$ cat config.mk
export PLATFORM = sky130hd
export DESIGN_NAME = bus_arbiter_flat
export DESIGN_NICKNAME = d
export VERILOG_FILES = /design/src/rtl/bus_arbiter_pkg.sv /design/src/rtl/bus_arbiter_if.sv /design/src/rtl/bus_arbiter_rr_pick4.sv /design/src/rtl/bus_arbiter.sv /design/src/flat_wrapper.sv
export SDC_FILE = /design/constraint.sdc
export NUM_CORES = 1
export LEC_CHECK = 0
export CAP_MARGIN = 10
export CORE_AREA = 2 2 97 99
export CTS_BUF_LIST = sky130_fd_sc_hd__clkbuf_8
export DETAILED_ROUTE_END_ITERATION = 12
export DIE_AREA = 0 0 99 101
export DONT_BUFFER_PORTS = 1
export HOLD_SLACK_MARGIN = 0.05
export PLACE_DENSITY = 0.43
export SLEW_MARGIN = 0
export SYNTH_ARGS = -nofsm -noshare
export SYNTH_HDL_FRONTEND = slang
export SYNTH_SLANG_ARGS = --single-unit
$ cat constraint.sdc
create_clock -name clock -period 4.13 [get_ports clock]
set_input_delay 0.413 -clock clock [delete_from_list [all_inputs] [get_ports clock]]
set_output_delay 0.413 -clock clock [all_outputs]
set_load 0.03 [all_outputs]
$ cat src/rtl/bus_arbiter_pkg.sv
// Shared definitions for the bus arbiter: bus source indices and FSM state encoding.
package bus_arbiter_pkg;

    localparam int NUM_SRC = 24;

    localparam logic [4:0] R0  = 5'd0,  R1  = 5'd1,  R2  = 5'd2,  R3  = 5'd3;
    localparam logic [4:0] R4  = 5'd4,  R5  = 5'd5,  R6  = 5'd6,  R7  = 5'd7;
    localparam logic [4:0] R8  = 5'd8,  R9  = 5'd9,  R10 = 5'd10, R11 = 5'd11;
    localparam logic [4:0] R12 = 5'd12, R13 = 5'd13, R14 = 5'd14, R15 = 5'd15;
    localparam logic [4:0] HI  = 5'd16, LO  = 5'd17, ZHI = 5'd18, ZLO = 5'd19;
    localparam logic [4:0] PC  = 5'd20, MDR = 5'd21, INPORT = 5'd22, CSIGN = 5'd23;

    typedef enum logic {
        IDLE  = 1'b0,
        GRANT = 1'b1
    } arb_state_t;

    function automatic logic src_in_range(input logic [4:0] idx);
        return idx < 5'(NUM_SRC);
    endfunction

endpackage

$ cat src/rtl/bus_arbiter_if.sv
// Request/grant bundle between the requesters (master) and the arbiter (slave).
interface bus_arbiter_if;
    logic [3:0]  req;
    logic [3:0]  lock;
    logic [19:0] src_sel;
    logic [3:0]  gnt;
    logic [23:0] Encoder_signals;
    logic        bus_valid;
    logic        src_err;

    modport master (
        output req, lock, src_sel,
        input  gnt, Encoder_signals, bus_valid, src_err
    );

    modport slave (
        input  req, lock, src_sel,
        output gnt, Encoder_signals, bus_valid, src_err
    );
endinterface

$ cat src/rtl/bus_arbiter_rr_pick4.sv
// Combinational round-robin picker: first set req bit at or above ptr, wrapping mod 4.
module rr_pick4 (
    input  logic [3:0] req,
    input  logic [1:0] ptr,
    output logic [1:0] win,
    output logic       any
);
    logic [1:0] cand;

    // Walk from the farthest candidate back to ptr so the nearest one wins.
    always_comb begin
        win  = 2'd0;
        any  = 1'b0;
        cand = 2'd0;
        for (int k = 3; k >= 0; k--) begin
            cand = ptr + 2'(k);
            if (req[cand]) begin
                win = cand;
                any = 1'b1;
            end
        end
    end
endmodule

$ cat src/rtl/bus_arbiter.sv
// Four-requester round-robin bus arbiter with lock-based holding and one-hot source drive.
module bus_arbiter
    import bus_arbiter_pkg::*;
#(
    parameter int HOLD_MAX = 16
) (
    input  logic          clock,
    input  logic          clear,
    bus_arbiter_if.slave  bus
);
    arb_state_t  state_q, state_d;
    logic [1:0]  owner_q, owner_d;
    logic [1:0]  ptr_q, ptr_d;
    logic [4:0]  cnt_q, cnt_d;
    logic [4:0]  idx_q, idx_d;
    logic [1:0]  search_ptr, win;
    logic        any_req, hold;
    logic [3:0]  gnt_d;
    logic [23:0] enc_d;
    logic        valid_d, err_d;

    // On release the search starts just past the outgoing owner, which also
    // puts that owner last in line after a forced HOLD_MAX release.
    assign search_ptr = (state_q == GRANT) ? owner_q + 2'd1 : ptr_q;

    rr_pick4 u_pick (
        .req (bus.req),
        .ptr (search_ptr),
        .win (win),
        .any (any_req)
    );

    always_comb begin
        state_d = state_q;
        owner_d = owner_q;
        ptr_d   = ptr_q;
        cnt_d   = cnt_q;
        idx_d   = idx_q;
        hold    = (state_q == GRANT) && bus.lock[owner_q] && bus.req[owner_q]
                  && (({27'd0, cnt_q} + 32'd1) < 32'(HOLD_MAX));
        if (hold) begin
            cnt_d = cnt_q + 5'd1;
        end else begin
            if (state_q == GRANT) ptr_d = owner_q + 2'd1;
            if (any_req) begin
                state_d = GRANT;
                owner_d = win;
                cnt_d   = 5'd0;
                idx_d   = bus.src_sel[5*int'(win) +: 5];
            end else begin
                state_d = IDLE;
            end
        end

        gnt_d   = '0;
        enc_d   = '0;
        valid_d = 1'b0;
        err_d   = 1'b0;
        if (state_d == GRANT) begin
            gnt_d = 4'b0001 << owner_d;
            if (src_in_range(idx_d)) begin
                enc_d   = 24'd1 << idx_d;
                valid_d = 1'b1;
            end else begin
                err_d = (cnt_d == 5'd0);
            end
        end
    end

    always_ff @(posedge clock or posedge clear) begin
        if (clear) begin
            state_q             <= IDLE;
            owner_q             <= 2'd0;
            ptr_q               <= 2'd0;
            cnt_q               <= 5'd0;
            idx_q               <= 5'd0;
            bus.gnt             <= '0;
            bus.Encoder_signals <= '0;
            bus.bus_valid       <= 1'b0;
            bus.src_err         <= 1'b0;
        end else begin
            state_q             <= state_d;
            owner_q             <= owner_d;
            ptr_q               <= ptr_d;
            cnt_q               <= cnt_d;
            idx_q               <= idx_d;
            bus.gnt             <= gnt_d;
            bus.Encoder_signals <= enc_d;
            bus.bus_valid       <= valid_d;
            bus.src_err         <= err_d;
        end
    end
endmodule

$ cat src/flat_wrapper.sv
// flat-port wrapper written by rule: the top's interface ports become plain ports
module bus_arbiter_flat import bus_arbiter_pkg::*;
#(
    parameter int HOLD_MAX = 16
)
  (clock, clear, bus_req, bus_lock, bus_src_sel, bus_gnt, bus_Encoder_signals, bus_bus_valid, bus_src_err);
  bus_arbiter_if bus_i ();
  input  logic clock;
  input  logic clear;
  input wire logic [$bits(bus_i.req)-1:0] bus_req;
  input wire logic [$bits(bus_i.lock)-1:0] bus_lock;
  input wire logic [$bits(bus_i.src_sel)-1:0] bus_src_sel;
  output wire logic [$bits(bus_i.gnt)-1:0] bus_gnt;
  output wire logic [$bits(bus_i.Encoder_signals)-1:0] bus_Encoder_signals;
  output wire logic [$bits(bus_i.bus_valid)-1:0] bus_bus_valid;
  output wire logic [$bits(bus_i.src_err)-1:0] bus_src_err;
  assign bus_i.req = bus_req;
  assign bus_i.lock = bus_lock;
  assign bus_i.src_sel = bus_src_sel;
  assign bus_gnt = bus_i.gnt;
  assign bus_Encoder_signals = bus_i.Encoder_signals;
  assign bus_bus_valid = bus_i.bus_valid;
  assign bus_src_err = bus_i.src_err;
  bus_arbiter #(.HOLD_MAX(HOLD_MAX)) u_core (.clock(clock), .clear(clear), .bus(bus_i));
endmodule
==> results.cfg, run 1 <==
[run_status]
status = completed

[route]
first_iter_violations = 63
vias = 1461
totalWireLength_mm = 5.001
postRouteAntennaNets = 0
first_pass_iters = 4
wl_per_cell_um = 16.84
routed_via_density = 4.919
drc = 0

[placed_design]
hpwl_mm = 3.636
globalplace.congestion = 0.8029
portBuffers = 0
dp_slack_ns = 0.9945

[yosys]
synthTopCellsByArea = dfrtp_1 (52%), nor4_2 (5.2%), mux2i_1 (5.0%)
synth_warnings = 0
ys_ff_latch = 45
syn_avg_cell_area_um2 = 11.68
ys_seq_area_frac = 0.5158
synth_cells = 187
ys_types = 48
synth_area_um2 = 2183
synthFlopType = dfrtp_1
synth_edf_count = 0
synth_top_area_cell = dfrtp_1
syn_nets = 218
synthArstFlopShare = 1.000
synth_top_area_frac = 0.5158

[finish]
fin_nets = 216
fin_util = 0.2637
drive_gt1_frac = 0.1935
area_delta_synth_final_pct = 8.424
fill_cells = 916
diodes = 0

[setup_path]
cp-end-kind = register
cp_cell_sequence = or2_2 > a311oi_1 > o311a_1 > buf_4 > mux2i_1 > o221ai_2 > or2_1 > nor4_1
reg2reg_from = u_core.state_q
worstSetupPathType = reg2reg
r2r_end = u_core.bus.Encoder_signals[1]
slowest_stage = dfrtp_1
startpoint = u_core.state_q
start_kind = register
worst_ep_arrival_time_ns = 3.39
ff2ff_path_depth = 8
cp.required_ns = 4.30
r2r_setup_slack_ns = 0.91
slowest_delay_ns = 0.52
cp_max_fo = 13

[timing]
rsz0062_at_grt = false
tns_ns = 0
period_needed_ns = 3.222
tightest_slew_ns = 0.9385
final_hold_viol_count = 0
slew_viol_final = 0
fmax_ghz = 0.3104
relSlewSlack = 0.3734
whs_ns = 0.1929
period_share = 0.7802
finClkSkew_ns = 0.007876
setup_ws_ns = 0.9080
setup_violations = 0

[global_route]
antenna_found_initial = 0
grt_overflow = 0
grt_max_degree = 46
grt_usage = 0.1033
grt_pass1_wl_mm = 8.135
grt_pass1_vias = 1439

[power_and_ir_drop]
p_seq_frac = 0.413
ir_worst_vdd_mv = 0.2133
leakagePower_nw = 1.002
switchingPower_w = 0.0009672
power_density_nw_per_um2 = 844.5
internal-power_w = 0.001032
clock_power_share = 0.171
swShare = 0.4838
pwr-share-comb = 0.416

[floorplan]
ios = 60
rows = 35
dieArea_um2 = 9999
start_util = 0.2432
die_w_um = 99
core-area_um2 = 8977
die_h_um = 101

[cts]
cts_buffer_depth = 2
post-cts-setup-buffer-count = 0
cts_num_sinks = 45
cts_resized = 0
cts-root-buf = clkbuf_8
postCtsHoldBufs = 0
cts_tree = built
insertion_delay_ns = 0.30
cts_made_buffers = 5
cts.reportedPaths.clkPinSlew_ns = 0.09
htreeDepth = 2

[worst_hold_path]
min-delay-path-class = in2async

[flow_run]
drv_cap = 0
layout make-up:
class	count	area [µm²]	share of cell area
well taps	111	138.9	0.05867
multi-input cells	118	912.1	0.3853
flip-flops and latches	45	1126	0.4757
repair buffers	5	37.54	0.01586
inverters	10	37.54	0.01586
clock inverters	3	46.29	0.01956
clock buffers	5	68.82	0.02907
metal layers:
layer,vias to the layer above,global-route usage,part of all wire
met3,7,0.03398,0.078
met4,0,0.03161,0.013
met1,715,0.1503,0.49
li1,683,-,-
met5,-,0,0
met2,56,0.1445,0.41
cells in the final DEF, fill, tap and decap left out, types with 2 or more instances in the layout:
| master | netlist | layout |
|---|---|---|
| nor3_1 | 3 | 3 |
| mux2i_2 | 2 | 2 |
| o21ai_0 | 8 | 8 |
| o221ai_2 | 2 | 2 |
| a41oi_1 | 2 | 2 |
| and2_1 | 2 | 2 |
| nand3_1 | 3 | 3 |
| nand2b_1 | 3 | 3 |
| mux2i_1 | 11 | 11 |
| clkbuf_8 | 0 | 5 |
| nor4_2 | 9 | 9 |
| nor2_1 | 7 | 7 |
| nor4_1 | 16 | 16 |
| a21oi_1 | 6 | 6 |
| buf_4 | 3 | 5 |
| nand2_1 | 14 | 14 |
| dfrtp_1 | 45 | 45 |
| nor2b_1 | 2 | 2 |
| inv_1 | 10 | 9 |
| mux4_2 | 2 | 2 |
power by group through the flow:
stage	logic [W]	clock network [W]	registers, W
floorplan	0.000745	0	0.000805
global placement	0.000825	0	0.000838
detailed placement	0.000834	0	0.000835
CTS	0.000836	0.000354	0.000829
global route	0.000928	0.000370	0.000843
finish	0.000831	0.000342	0.000826
Yosys cell counts, types with 2 or more instances:
master     n
a21oi_1    6
a41oi_1    2
and2_1     2
buf_2      5
buf_4      3
buf_6      5
dfrtp_1   45
inv_1     10
mux2i_1   11
mux2i_2    2
mux4_2     2
nand2_1   14
nand2b_1   3
nand3_1    3
nor2_1     7
nor2b_1    2
nor3_1     3
nor4_1    16
nor4_2     9
o21ai_0    8
o221ai_2   2
state kept, by name, summed over array words and instances (netlist names):
name,count
u_core.bus.Encoder_signals,24
u_core.cnt_q,5
u_core.idx_q,5
u_core.bus.gnt,4
u_core.owner_q,2
u_core.ptr_q,2
u_core.bus.bus_valid,1
u_core.bus.src_err,1
u_core.state_q,1
worst max path at each step:
stage               cells after the start                        endpoint
global route                            9  u_core.bus.Encoder_signals[17]
global placement                        8   u_core.bus.Encoder_signals[0]
floorplan                               8  u_core.bus.Encoder_signals[12]
CTS                                     8   u_core.bus.Encoder_signals[1]
detailed placement                      8   u_core.bus.Encoder_signals[1]
finish                                  8   u_core.bus.Encoder_signals[1]
stage by stage:
stage	total power [W]	cells	instance area, µm²
floorplan	0.001550	187	2183
global placement	0.001663	289	2252
detailed placement	0.001669	289	2252
CTS	0.002020	297	2367
global route	0.002141	297	2367
finish	0.001999	297	2367
worst max-delay path, delay by kind of cell (launching register included):
kind	cells	cell delay [ns]
buf+inv	1	0.24
flops	1	0.52
mux	1	0.30
compound gates	3	0.92
simple gates	3	1.11
cell families (layout without fill, tap and decap cells):
family	count (synthesis)	in the layout	synth area share
AND/OR/NAND/NOR	68	68	0.2046
multiplexers	16	16	0.08883
flip-flops	45	45	0.5158
AO/OA/AOI/OAI	32	32	0.1146
buffers and inverters	24	23	0.06647
XOR/XNOR	1	1	0.004012
adder cells (fa/ha/maj)	1	1	0.005730
No activity file was read; power rests on OpenSTA's default activity.
==> run 2, diff against run 1 <==
PLACE_DENSITY = 0.44   (was 0.43)
clock period = 2.85 ns   (was 4.13 ns; I/O delays follow)
==> results.cfg, run 2 (synthesis gave the netlist of run 1 again) <==
[setup_path]
ff2ff_path_depth = 8
cp.required_ns = 3.06
worst_ep_arrival_time_ns = 2.92
cp-end-kind = register
worstSetupPathType = reg2reg
cp_max_fo = 8
start_kind = register

[cts]
cts-root-buf = clkbuf_8
cts_tree = built
htreeDepth = 2
cts_num_sinks = 45
insertion_delay_ns = 0.30
cts_made_buffers = 5
cts_buffer_depth = 2
cts.reportedPaths.clkPinSlew_ns = 0.09

[power_and_ir_drop]
clock_power_share = 0.148
leakagePower_nw = 1.109
ir_worst_vdd_mv = 0.5403
swShare = 0.4570
internal-power_w = 0.001852
switchingPower_w = 0.001558
power_density_nw_per_um2 = 1287
p_seq_frac = 0.349
pwr-share-comb = 0.504

[timing]
period_share = 0.9516
tightest_slew_ns = 0.9412
period_needed_ns = 2.712
whs_ns = 0.07181
tns_ns = 0
final_hold_viol_count = 0
setup_violations = 0
finClkSkew_ns = 0.006525
slew_viol_final = 0
fmax_ghz = 0.3687
relSlewSlack = 0.3716
rsz0062_at_grt = true

[finish]
top_register = u_core.bus.Encoder_signals
fin_cells = 316
final_cell_mix = dfrtp_1 (45), buf_4 (20), nor4_2 (17)
postLayoutCellArea_um2 = 2650
largest_reg_flops = 24
fin_util = 0.2952
top_regs = u_core.bus.Encoder_signals (24), u_core.cnt_q (5), u_core.idx_q (5)
fin_nets = 235
fill_cells = 918
drive_gt1_frac = 0.3512
diodes = 0
final_common_cell = dfrtp_1
area_delta_synth_final_pct = 21.38

[route]
drc = 0
first_pass_iters = 4
postRouteAntennaNets = 0
wl_per_cell_um = 17.42
totalWireLength_mm = 5.506
routed_via_density = 4.794
vias = 1515
first_iter_violations = 55

[floorplan]
core-area_um2 = 8977
rows = 35
dieArea_um2 = 9999
start_util = 0.2432
ios = 60
die_h_um = 101
die_w_um = 99

[placed_design]
hpwl_mm = 3.977
portBuffers = 0
placed_area_um2 = 2390
globalplace.congestion = 0.7796
placed_cells = 304

[global_route]
grt_pass1_vias = 1622
grt_max_degree = 46
grt_overflow = 0
antenna_found_initial = 0
grt_pass1_wl_mm = 9.032
grt_usage = 0.1155

[flow_run]
drv_cap = 0

[worst_hold_path]
min-delay-path-class = in2async

[run_status]
status = completed
run 2: layout make-up:
cell class                      count  area, µm²  share of cell area
Sequential cell                    45       1126              0.4249
Multi-Input combinational cell    118       1002              0.3782
Timing Repair Buffer               24      221.5             0.08357
Tap cell                          111      138.9             0.05241
Clock buffer                        6      82.58             0.03116
Inverter                           10      41.29             0.01558
Clock inverter                      2      37.54             0.01416
run 2: worst paths after layout:
kind	slack (ns)	endpoint	startpoint
max	0.14	u_core.bus.Encoder_signals[8]	u_core.state_q
min	0.07	u_core.bus.Encoder_signals[8]	clear
max reg2reg	0.14	u_core.bus.Encoder_signals[8]	u_core.state_q
min reg2reg	0.53	u_core.cnt_q[4]	u_core.cnt_q[4]
max in group asynchronous	2.19	u_core.ptr_q[0]	clear
min in group clock	0.26	u_core.state_q	bus_req[2]
run 2: power by group through the flow:
stage          clock network [W]  registers, W  logic, W
2_1_floorplan                  0       0.00117   0.00108
3_3_place_gp                   0       0.00121   0.00148
3_5_place_dp                   0       0.00121   0.00149
4_1_cts                 0.000523       0.00120   0.00149
5_1_grt                 0.000561       0.00121   0.00189
6_report                0.000504       0.00119   0.00172
run 2: metrics by stage:
| step | setup slack [ns] | total power, W |
|---|---|---|
| floorplan | 0.3794 | 0.002246 |
| global placement | 0.06010 | 0.002693 |
| detailed placement | 0.04481 | 0.002699 |
| CTS | 0.02573 | 0.003215 |
| global route | -0.02165 | 0.003663 |
| finish | 0.1379 | 0.003410 |
run 2: worst max-delay path, stage by stage (launching register included):
cell,delay (ns)
dfrtp_1,0.40
or2_2,0.29
a311oi_2,0.27
o311a_1,0.26
buf_6,0.15
mux4_2,0.54
a21bo_2,0.29
buf_4,0.20
nor4_2,0.22
run 2: what timing repair did:
action / 4_1_cts / 5_1_grt
setup endpoints to repair: 0 / 23
setup buffers: 0 / 4
resized for setup: 0 / 19
hold buffers: 0 / 0
run 2: routing by layer:
layer	vias up	wire length (µm)	global-route usage
met5	-	0	0
met4	0	53	0.03161
met3	4	357	0.03259
met2	45	2599	0.1804
met1	751	2495	0.1573
li1	715	-	-
==> run 3, diff against run 2 <==
CORE_AREA = 2 2 67 69   (was 2 2 97 99)
CTS_BUF_LIST = not set   (was sky130_fd_sc_hd__clkbuf_8)
DIE_AREA = 0 0 69 71   (was 0 0 99 101)
PLACE_DENSITY = 0.75   (was 0.44)
==> results.cfg, run 3 (synthesis gave the netlist of run 1 again) <==
[route]
wl_per_cell_um = 19.36
first_iter_violations = 79
routed_via_density = 6.053
vias = 1483
first_pass_iters = 4
totalWireLength_mm = 4.743
postRouteAntennaNets = 0
drc = 0

[worst_hold_path]
min-delay-path-class = in2reg
hold_depth = 2

[finish]
final_cell_mix = dfrtp_1 (45), nor4_1 (15), nand2_1 (14)
top_regs = u_core.bus.Encoder_signals (24), u_core.cnt_q (5), u_core.idx_q (5)
top_register = u_core.bus.Encoder_signals
diodes = 0
fin_cells = 245
area_delta_synth_final_pct = 8.252
final_common_cell = dfrtp_1
fin_nets = 223
drive_gt1_frac = 0.2332
largest_reg_flops = 24

[timing]
tightest_slew_ns = 0.8060
period_needed_ns = 2.681
period_share = 0.9406
finClkSkew_ns = 0.005203
final_hold_viol_count = 0
tns_ns = 0
setup_violations = 0
relSlewSlack = 0.4594
rsz0062_at_grt = true
slew_viol_final = 0
fmax_ghz = 0.3730

[placed_design]
hpwl_mm = 3.425
globalplace.congestion = 0.8381
portBuffers = 0
placed_cells = 234

[floorplan]
dieArea_um2 = 4899
die_h_um = 71
rows = 24
die_w_um = 69
ios = 60
start_util = 0.5193
core-area_um2 = 4204

[setup_path]
worst_ep_arrival_time_ns = 2.87
ff2ff_path_depth = 10
start_kind = register
cp_max_fo = 13
cp.required_ns = 3.04
cp-end-kind = register
worstSetupPathType = reg2reg

[global_route]
grt_pass1_vias = 1511
grt_usage = 0.2037
grt_max_degree = 25
antenna_found_initial = 0
grt_overflow = 0
grt_pass1_wl_mm = 7.845

[cts]
cts_tree = built
cts_num_sinks = 45
cts-root-buf = clkbuf_8
htreeDepth = 2
insertion_delay_ns = 0.30
cts_buffer_depth = 2
cts_made_buffers = 5
cts.reportedPaths.clkPinSlew_ns = 0.08

[run_status]
status = completed

[power_and_ir_drop]
power_density_nw_per_um2 = 1245
leakagePower_nw = 1.026
ir_worst_vdd_mv = 0.6044
total_power_w = 0.002942

[flow_run]
drv_cap = 0
run 3: cell count changes in the layout (fill, tap and decap cells not counted), sizes merged:
cell,change
buf,-13
clkinv,+2
clkinvlp,-1
dlygate4sd3,+1
inv,-1
run 3: through the flow:
stage                     cell area (µm²)    util  worst slack [ns]  hold WS, ns
after floorplan                      2183       -            0.3794       0.4701
after global placement               2208  0.5253            0.1481       0.2492
after detailed placement             2208  0.5253            0.1248       0.2513
after CTS                            2330  0.5542            0.1056       0.2295
after global routing                 2364  0.5622          -0.05236       0.2692
final                                2364  0.5622            0.1692       0.2351
run 3: worst paths after layout:
kind,start,to,slack [ns]
setup / recovery,u_core.ptr_q[0],u_core.bus.Encoder_signals[16],0.17
hold / removal,bus_req[2],u_core.state_q,0.24
setup reg to reg,u_core.ptr_q[0],u_core.bus.Encoder_signals[16],0.17
hold reg to reg,u_core.cnt_q[4],u_core.cnt_q[4],0.54
max in group asynchronous,clear,u_core.bus.Encoder_signals[8],1.65
min in group asynchronous,clear,u_core.bus.Encoder_signals[10],0.49
run 3: power by group:
part	total, W	leakage (nW)	switching (W)	internal (W)
clock network	0.000475	0.0554	0.000212	0.000263
logic	0.00127	0.378	0.000805	0.000462
registers	0.00120	0.593	0.000367	0.000832
run 3: cell type report:
| type | instances | area [µm²] |
|---|---|---|
| fill | 381 | 1841 |
| inverter | 10 | 41.29 |
| multi-input combinational | 118 | 923.4 |
| timing repair buffer | 12 | 96.34 |
| tap | 52 | 65.06 |
| sequential | 45 | 1126 |
| clock inverter | 2 | 38.79 |
| clock buffer | 6 | 72.57 |
run 3: critical path, stage by stage (launching register included):
cell	delay, ns
dfrtp_1	0.42
or2_2	0.30
a311oi_1	0.27
o311a_1	0.22
buf_6	0.17
mux2i_1	0.22
mux2i_1	0.10
mux2i_2	0.25
clkinvlp_4	0.12
buf_4	0.20
nor4_1	0.31
run 3: timing repair:
| item | CTS | global route |
|---|---|---|
| gates resized for setup | 0 | 6 |
| buffers inserted | 0 | 2 |
| hold endpoints to repair | 21 | 0 |
| hold buffers | 1 | 0 |
| setup endpoints to repair | 0 | 14 |
run 3: layer usage:
layer / share of wire / global-route usage
met1: 0.41 / 0.2547
met3: 0.063 / 0.06268
met2: 0.52 / 0.3494
met4: 0.0091 / 0.04793
met5: 0 / 0
